$ cat src/rtl/trace_pkg.sv
// trace_pkg: shared capture-mode constants and sizing helper for the result trace buffer.
package trace_pkg;

    localparam logic MODE_ALL    = 1'b0;
    localparam logic MODE_CHANGE = 1'b1;

    function automatic int ptr_w(input int depth);
        return $clog2(depth);
    endfunction

endpackage

$ cat src/rtl/sync_fifo.sv
// sync_fifo: first-word-fall-through FIFO with explicit occupancy count and synchronous clear.
// Storage is reset so the head reads zero out of reset.
module sync_fifo
    import trace_pkg::*;
#(
    parameter int WIDTH = 48,
    parameter int DEPTH = 16
) (
    input  logic                     clk,
    input  logic                     rst_n,
    input  logic                     clear_i,
    input  logic                     push_i,
    input  logic                     pop_i,
    input  logic [WIDTH-1:0]         wdata_i,
    output logic [WIDTH-1:0]         rdata_o,
    output logic                     full_o,
    output logic                     empty_o,
    output logic [$clog2(DEPTH):0]   count_o
);

    localparam int PTR_W = ptr_w(DEPTH);

    logic [WIDTH-1:0] mem_q [DEPTH];
    logic [PTR_W-1:0] wr_ptr_q, wr_ptr_d, rd_ptr_q, rd_ptr_d;
    logic [PTR_W:0]   count_q, count_d;
    logic             do_push, do_pop;

    assign empty_o = count_q == '0;
    assign full_o  = count_q == (PTR_W+1)'(DEPTH);
    assign count_o = count_q;
    assign rdata_o = mem_q[rd_ptr_q];

    // When full, a simultaneous pop frees the slot being written.
    assign do_pop  = pop_i && !empty_o;
    assign do_push = push_i && (!full_o || do_pop);

    always_comb begin
        wr_ptr_d = clear_i ? '0 : wr_ptr_q + PTR_W'(do_push);
        rd_ptr_d = clear_i ? '0 : rd_ptr_q + PTR_W'(do_pop);
        count_d  = clear_i ? '0 : count_q + (PTR_W+1)'(do_push) - (PTR_W+1)'(do_pop);
    end

    always_ff @(posedge clk or negedge rst_n) begin
        if (!rst_n) begin
            wr_ptr_q <= '0;
            rd_ptr_q <= '0;
            count_q  <= '0;
        end else begin
            wr_ptr_q <= wr_ptr_d;
            rd_ptr_q <= rd_ptr_d;
            count_q  <= count_d;
        end
    end

    always_ff @(posedge clk or negedge rst_n) begin
        if (!rst_n) begin
            for (int i = 0; i < DEPTH; i++) mem_q[i] <= '0;
        end else if (do_push && !clear_i) begin
            mem_q[wr_ptr_q] <= wdata_i;
        end
    end

endmodule

$ cat src/rtl/result_trace_buffer.sv
// result_trace_buffer: captures the datapath result bus into a cycle-stamped FWFT trace FIFO.
// Holds the cycle counter, change detection, drop/overflow tracking and clear fan-out.
module result_trace_buffer
    import trace_pkg::*;
#(
    parameter int DATA_W = 32,
    parameter int DEPTH  = 16,
    parameter int CYC_W  = 16
) (
    input  logic                     clk,
    input  logic                     rst_n,
    input  logic                     enable,
    input  logic                     mode,
    input  logic                     clear,
    input  logic [DATA_W-1:0]        result_in,
    output logic                     rd_valid,
    input  logic                     rd_ready,
    output logic [DATA_W-1:0]        rd_data,
    output logic [CYC_W-1:0]         rd_cycle,
    output logic [$clog2(DEPTH):0]   count,
    output logic                     overflow
);

    logic [CYC_W-1:0]  cyc_q, cyc_d;
    logic [DATA_W-1:0] last_value_q, last_value_d;
    logic              last_valid_q, last_valid_d;
    logic              overflow_q, overflow_d;
    logic              push_req, push_ok, pop, full, empty;

    assign push_req = enable && (mode == MODE_ALL || !last_valid_q || result_in != last_value_q);
    assign pop      = rd_valid && rd_ready;
    assign push_ok  = push_req && (!full || pop);
    assign rd_valid = !empty;
    assign overflow = overflow_q;

    // A dropped capture leaves last_value alone so the next change still registers.
    always_comb begin
        cyc_d        = clear ? '0 : cyc_q + CYC_W'(enable);
        last_valid_d = clear ? 1'b0 : (last_valid_q || push_ok);
        last_value_d = (push_ok && !clear) ? result_in : last_value_q;
        overflow_d   = clear ? 1'b0 : (overflow_q || (push_req && !push_ok));
    end

    always_ff @(posedge clk or negedge rst_n) begin
        if (!rst_n) begin
            cyc_q        <= '0;
            last_value_q <= '0;
            last_valid_q <= 1'b0;
            overflow_q   <= 1'b0;
        end else begin
            cyc_q        <= cyc_d;
            last_value_q <= last_value_d;
            last_valid_q <= last_valid_d;
            overflow_q   <= overflow_d;
        end
    end

    sync_fifo #(
        .WIDTH (CYC_W + DATA_W),
        .DEPTH (DEPTH)
    ) u_fifo (
        .clk     (clk),
        .rst_n   (rst_n),
        .clear_i (clear),
        .push_i  (push_req),
        .pop_i   (pop),
        .wdata_i ({cyc_q, result_in}),
        .rdata_o ({rd_cycle, rd_data}),
        .full_o  (full),
        .empty_o (empty),
        .count_o (count)
    );

endmodule

$ cat config.mk
export PLATFORM = sky130hd
export DESIGN_NAME = result_trace_buffer
export DESIGN_NICKNAME = d
export VERILOG_FILES = /design/src/rtl/trace_pkg.sv /design/src/rtl/sync_fifo.sv /design/src/rtl/result_trace_buffer.sv
export SDC_FILE = /design/constraint.sdc
export NUM_CORES = 1
export LEC_CHECK = 0
export BUFFER_PORTS_ARGS = -buffer_cell sky130_fd_sc_hd__buf_2
export CAP_MARGIN = 20
export CORE_ASPECT_RATIO = 1.75
export CORE_MARGIN = 2
export CORE_UTILIZATION = 53
export CTS_CLUSTER_DIAMETER = 40
export DETAILED_ROUTE_END_ITERATION = 8
export HOLD_SLACK_MARGIN = 0.02
export PLACE_DENSITY = 0.8
export SLEW_MARGIN = 20
export SYNTH_ARGS = -nofsm -noshare
export SYNTH_HDL_FRONTEND = slang
export SYNTH_SLANG_ARGS = --single-unit
$ cat constraint.sdc
create_clock -name clk -period 4 [get_ports clk]
set_clock_uncertainty 0.2 [all_clocks]
set_input_delay 0.8 -clock clk [delete_from_list [all_inputs] [get_ports clk]]
set_output_delay 0.8 -clock clk [all_outputs]
set_load 0.03 [all_outputs]
# [Word-level counts from Yosys, hierarchy flattened]
# Cells that the tools add are included.
[word_totals] regBits=831 input_bits=38 word_cells=69
[classes] add_sub_neg=5 order_cmp=3 eq_ne=2 n_mux=12 bitwise_logic=3 n_reduce_logical=21
[ops] operator="$bwmux W768" count=1
[ops] operator="$bmux W48 S4" count=1
[ops] operator="$demux W48 S4" count=1
[ops] operator="$mux W48" count=3
[ops] operator="$ne A32 B32 Y1" count=1
[ops] operator="$add A16 B1 Y16" count=1
[ops] operator="$mux W16" count=1
[ops] operator="$ge A5 B5 Y1 const B" count=2
[ops] operator="$not A4 Y5" count=2
[ops] operator="$logic_and A1 B1 Y1" count=9
[ops] operator="$add A4 B1 Y4" count=2
[ops] operator="$mux W4" count=2
[ops] operator="$logic_or A1 B1 Y1" count=6
[ops] operator="$add A5 B1 Y5" count=1
[ops] operator="$eq A5 B5 Y1 const B" count=1
[ops] operator="$logic_not A1 Y1" count=5
[ops] operator="$logic_not A5 Y1" count=1
[ops] operator="$lt A5 B1 Y1 const B" count=1
[ops] operator="$mux W5" count=1
[ops] operator="$sub A5 B1 Y5" count=1
[ops] operator="$mux W1" count=2
[ops] operator="$not A1 Y1" count=1

# [Depth between registers and ports, before layout]
[logic_depth] depth_word=9 mapped_depth=13 depth_no_buf=13

# [By module]
# From an unflattened synthesis, not the netlist that was laid out.
[unflattened] cells_unflattened=2356 area_unflattened_um2=37523.5
[modules_own_cells] module="sync_fifo" n_inst=1 cells_per_inst=2160 area_per_inst_um2=35104.9 seq_area_each_um2=19543.7
[modules_own_cells] module="result_trace_buffer" n_inst=1 cells_per_inst=196 area_per_inst_um2=2418.6 seq_area_each_um2=1251.2

# [Worst setup path after synthesis]
# Ideal clock, no wire load.
[synth_path] path_kind="input-to-reg" startpoint="in result_in[29]" endpoint="reg u_fifo.count_q[4] (netlist: u_fifo.count_o[4])" setup_ns=0.078 arrival_time_ns=3.755 required_time_ns=3.722 path_slack_ns=-0.033 path_stages=13 cell_sequence="xor2_1 > nor4_1 > nand4_1 > or4b_2 > clkbuf_1 > clkbuf_1 > and3_1 > ha_1 > fa_1 > a21oi_1 > nor2_1 > or3_1 > a21oi_1"
[synth_via] elab_chain_cells=7
[synth_lines] item="start, declared" line="result_trace_buffer.sv:15" text="input logic [DATA_W-1:0] result_in,"
[synth_lines] item="$ne A32 B32 Y1" line="result_trace_buffer.sv:30" text="assign push_req = enable && (mode == MODE_ALL || !last_valid_q || result_in != last_value_q);"
[synth_lines] item="$logic_or A1 B1 Y1" line="result_trace_buffer.sv:30"
[synth_lines] item="$logic_and A1 B1 Y1" line="result_trace_buffer.sv:30"
[synth_lines] item="$logic_and A1 B1 Y1" line="sync_fifo.sv:35" text="assign do_push = push_i && (!full_o || do_pop);"
[synth_lines] item="$add A5 B1 Y5" line="sync_fifo.sv:40" text="count_d = clear_i ? '0 : count_q + (PTR_W+1)'(do_push) - (PTR_W+1)'(do_pop);"
[synth_lines] item="$sub A5 B1 Y5" line="sync_fifo.sv:40"
[synth_lines] item="$mux W5" line="sync_fifo.sv:40"
[synth_lines] item="named net u_fifo.count_d[4]" line="sync_fifo.sv:25" text="logic [PTR_W:0] count_q, count_d;"
[synth_lines] item="end signal, assigned" line="sync_fifo.sv:51" text="count_q <= count_d;"
[synth_lines] item="end, declared" line="sync_fifo.sv:25"
# The timed path passes the listed nets, and every way through them passes these cells.
# A chain may end at the register's enable or synchronous reset.

# [Final worst setup path]
[layout_path] startpoint="reg u_fifo.rd_ptr_q[0]" endpoint="out rd_data[26]"
[layout_via] elab_chain_cells=4
[layout_lines] item="start, declared" line="sync_fifo.sv:24" text="logic [PTR_W-1:0] wr_ptr_q, wr_ptr_d, rd_ptr_q, rd_ptr_d;"
[layout_lines] item="start signal, assigned" line="sync_fifo.sv:50" text="rd_ptr_q <= rd_ptr_d;"
[layout_lines] item="$not A4 Y5 (not written as such)" line="sync_fifo.sv:31" text="assign rdata_o = mem_q[rd_ptr_q];"
[layout_lines] item="$bmux W48 S4" line="sync_fifo.sv:31"
[layout_lines] item="$mux W48 (not written as such) (2 in a row)" line="sync_fifo.sv:31"
[layout_lines] item="end, declared" line="result_trace_buffer.sv:18" text="output logic [DATA_W-1:0] rd_data,"
# No other way between the ends. The select of a mux whose other input is x is not followed.

==> impl_metrics.yaml <==
run_status:
  status: "complete, no violations"
finish:
  area_delta_synth_final_pct: 11.0
  drive_gt1_share_pct: 25.9
  fin_cells: 3462
  final_nets: 2528
clock_tree:
  clock_sinks: 831
  root_buffer: "clkbuf_16"
  clock_latency_ns: 0.63
  clk_path_buf_depth: 3
  cts_tree: "yes"
  cts-htree-levels: 3
  clkTransAtPathRegs_ns: 0.07
  numCtsBuffers: 76
  cts_setup_buffers: 0
sta:
  fin_crit_ns: 3.99
  finalSetupViolCount: 0
  holdWs_ns: 0.256
  min_period_over_period_pct: 99.8
  rsz0062_at_grt: "yes"
  finalSetupTns_ns: 0
  relSlewSlack_pct: 18.8
  hold_viol: 0
  worst_pin_slew_ns: 1.22
  fin_ws_ns: 0.00797
  fmax_mhz: 250
  final_max_slew_viol_count: 0
min_path:
  min_path_type: "primary input to register"
global_routing:
  grt_pass1_vias: 29177
  grtUsageTotal_pct: 31.3
  antenna_found_initial: 6
  grt_max_degree: 289
  grt_pass1_wl_um: 175000
  grt-ovfl-total: 0
die:
  die_w_um: 207
  rows: 130
  die_h_um: 359
  start_util_pct: 53.3
  pin_count: 93
  fp.dieArea_sq_um: 74200
  core_sq_um: 71600
drt:
  num_vias: 27454
  via_per_inst: 7.93
  wirelength_um: 115000
  ant_nets: 0
  wire_per_inst_um: 33.2
  drtIter0Drc: 4241
  drt_first_pass_iters: 6
  route.detailed.drc: 0
place:
  dp_hpwl_um: 65900
  dp_cells: 3321
  place_ws_ns: -0.280
  place_congestion: 0.861
  io_buffers: 92
synth:
  post-synth-top-count-cell: "dfrtp_1"
  syn-num-nets: 2641
  synth_edf_count: 0
  synth_top_cell_by_area: "dfrtp_1"
  yosys_warnings: 0
  netlist_instances: 2590
  ys_ff_latch: 831
  yosysSeqAreaShare_pct: 54.5
  yosys-top-cells-area: "dfrtp_1 55%, a32o_1 20%, mux4_2 14%"
  synth_commonest_cells: "831 x dfrtp_1, 768 x a32o_1, 240 x mux4_2"
  syn_area_per_cell_sq_um: 14.7
  async_flop_share_pct: 100
  synth_ff_type: "dfrtp_1"
  synthDistinctLibCells: 40
  synth_top_area_share_pct: 54.5
  syn_area_sq_um: 38100
setup_path:
  crit_slowest_cell: "dfrtp_4"
  end_kind: "primary output"
  crit_chain: "buf_16, mux4_2, mux4_2, buf_2"
  setup.worst_path.class: "register to primary output"
  crit_path_frequent_cell: "mux4_2"
  critPathLaunchType: "register"
  slowest_delay_ns: 0.62
  critPathMaxFanout: 43
  worstPathArrival_ns: 2.99
  required_ns: 3.00
power:
  p_leak_uw: 0.0178
  pwr_density_cell_nw_per_um2: 521
  vdd_drop_max_mv: 0.413
  total_power_uw: 22100
run:
  cap_violations: 0
==> cell type report <==
class / instances / area (sq um)
fillers: 5222 / 29200
flip-flops and latches: 831 / 20800
multi-input cells: 1328 / 15500
repair buffers: 231 / 2250
clock buffers: 99 / 2160
well taps: 924 / 1160
clock inverters: 37 / 407
inverters: 9 / 33.8
diodes: 3 / 7.51
==> state kept, by name (all words and copies together), names as in the netlist <==
name / cells
cyc_q: 16
last_valid_q: 1
last_value_q: 32
overflow: 1
u_fifo.count_o: 5
u_fifo.mem_q: 768
u_fifo.rd_ptr_q: 4
u_fifo.wr_ptr_q: 4
==> cells by family (layout without fill, tap and decap cells) <==
| family | Yosys count | after routing | synth area share, % |
|---|---|---|---|
| buf+inv | 431 | 376 | 5.07 |
| xor+xnor | 50 | 50 | 1.15 |
| flops | 831 | 831 | 54.5 |
| mux | 272 | 272 | 15.1 |
| simple gates | 212 | 212 | 3.38 |
| other cells | 0 | 3 | 0 |
| compound gates | 781 | 781 | 20.3 |
| fa+ha+maj | 13 | 13 | 0.446 |
==> routing by layer <==
metal | track usage, % | share of wire (%) | wire length, um
met1 | 37.7 | 33 | 38300
met2 | 50.4 | 49 | 56500
met3 | 6.75 | 10 | 11800
met4 | 20.8 | 7.2 | 8280
met5 | 0 | 0.017 | 20
==> repair_timing <==
action                     4_1_cts  5_1_grt
gates resized for setup         12        0
hold endpoints to repair         7        0
setup endpoints to repair       11       16
hold buffers                     1        0
==> critical path: cells and delay by family (launching register included) <==
family,cells,cell delay (ns)
flip-flops,1,0.62
multiplexers,2,1.12
buffers and inverters,2,0.54
==> path summary, 6_finish.rpt <==
path | start | to | slack (ns) | cells after the start
worst max register to register | last_value_q[15]$_DFFE_PN0P_ | u_fifo.mem_q[175]$_DFFE_PN0P_ | 0.21 | 10
worst max-delay path | u_fifo.rd_ptr_q[0]$_DFF_PN0_ | rd_data[26] | 0.008 | 4
max in group asynchronous | rst_n | u_fifo.rd_ptr_q[2]$_DFF_PN0_ | 1.85 | 3
min in group asynchronous | rst_n | u_fifo.mem_q[129]$_DFFE_PN0P_ | 0.54 | 2
worst min-delay path | result_in[17] | last_value_q[17]$_DFFE_PN0P_ | 0.26 | 2
worst min register to register | u_fifo.mem_q[262]$_DFFE_PN0P_ | u_fifo.mem_q[262]$_DFFE_PN0P_ | 0.29 | 1
==> through the flow <==
step                area, sq um  utilization (%)
floorplan                 38200                -
global placement          39700             55.4
detailed placement        39700             55.4
CTS                       42300             59.1
global route              42300             59.1
finish                    42300             59.1
==> where the power goes <==
| part | internal [uW] | total (uW) | switching (uW) | leakage (uW) |
|---|---|---|---|---|
| combinational | 2180 | 4900 | 2730 | 0.00518 |
| sequential | 9110 | 9620 | 511 | 0.0114 |
| clock | 4240 | 7530 | 3290 | 0.00127 |
| total | 15500 | 22100 | 6530 | 0.0178 |
==> cell usage in the layout (no fill, tap or decap), types with 7 or more instances in the layout <==
cell type    n
a32o_1     768
and2_1      50
buf_12      51
buf_2       86
buf_4       83
clkbuf_1     9
clkbuf_16   79
clkbuf_8    11
clkinv_2    17
dfrtp_1    826
ha_1        12
inv_1        9
inv_6        7
mux2_2      32
mux4_2     240
nand2_1      9
nand3_1     12
nand3b_1     8
nor2_1      25
nor2b_1     55
nor4_1      10
xnor2_1     12
xor2_1      38
Power figures use the tool's default switching activity.
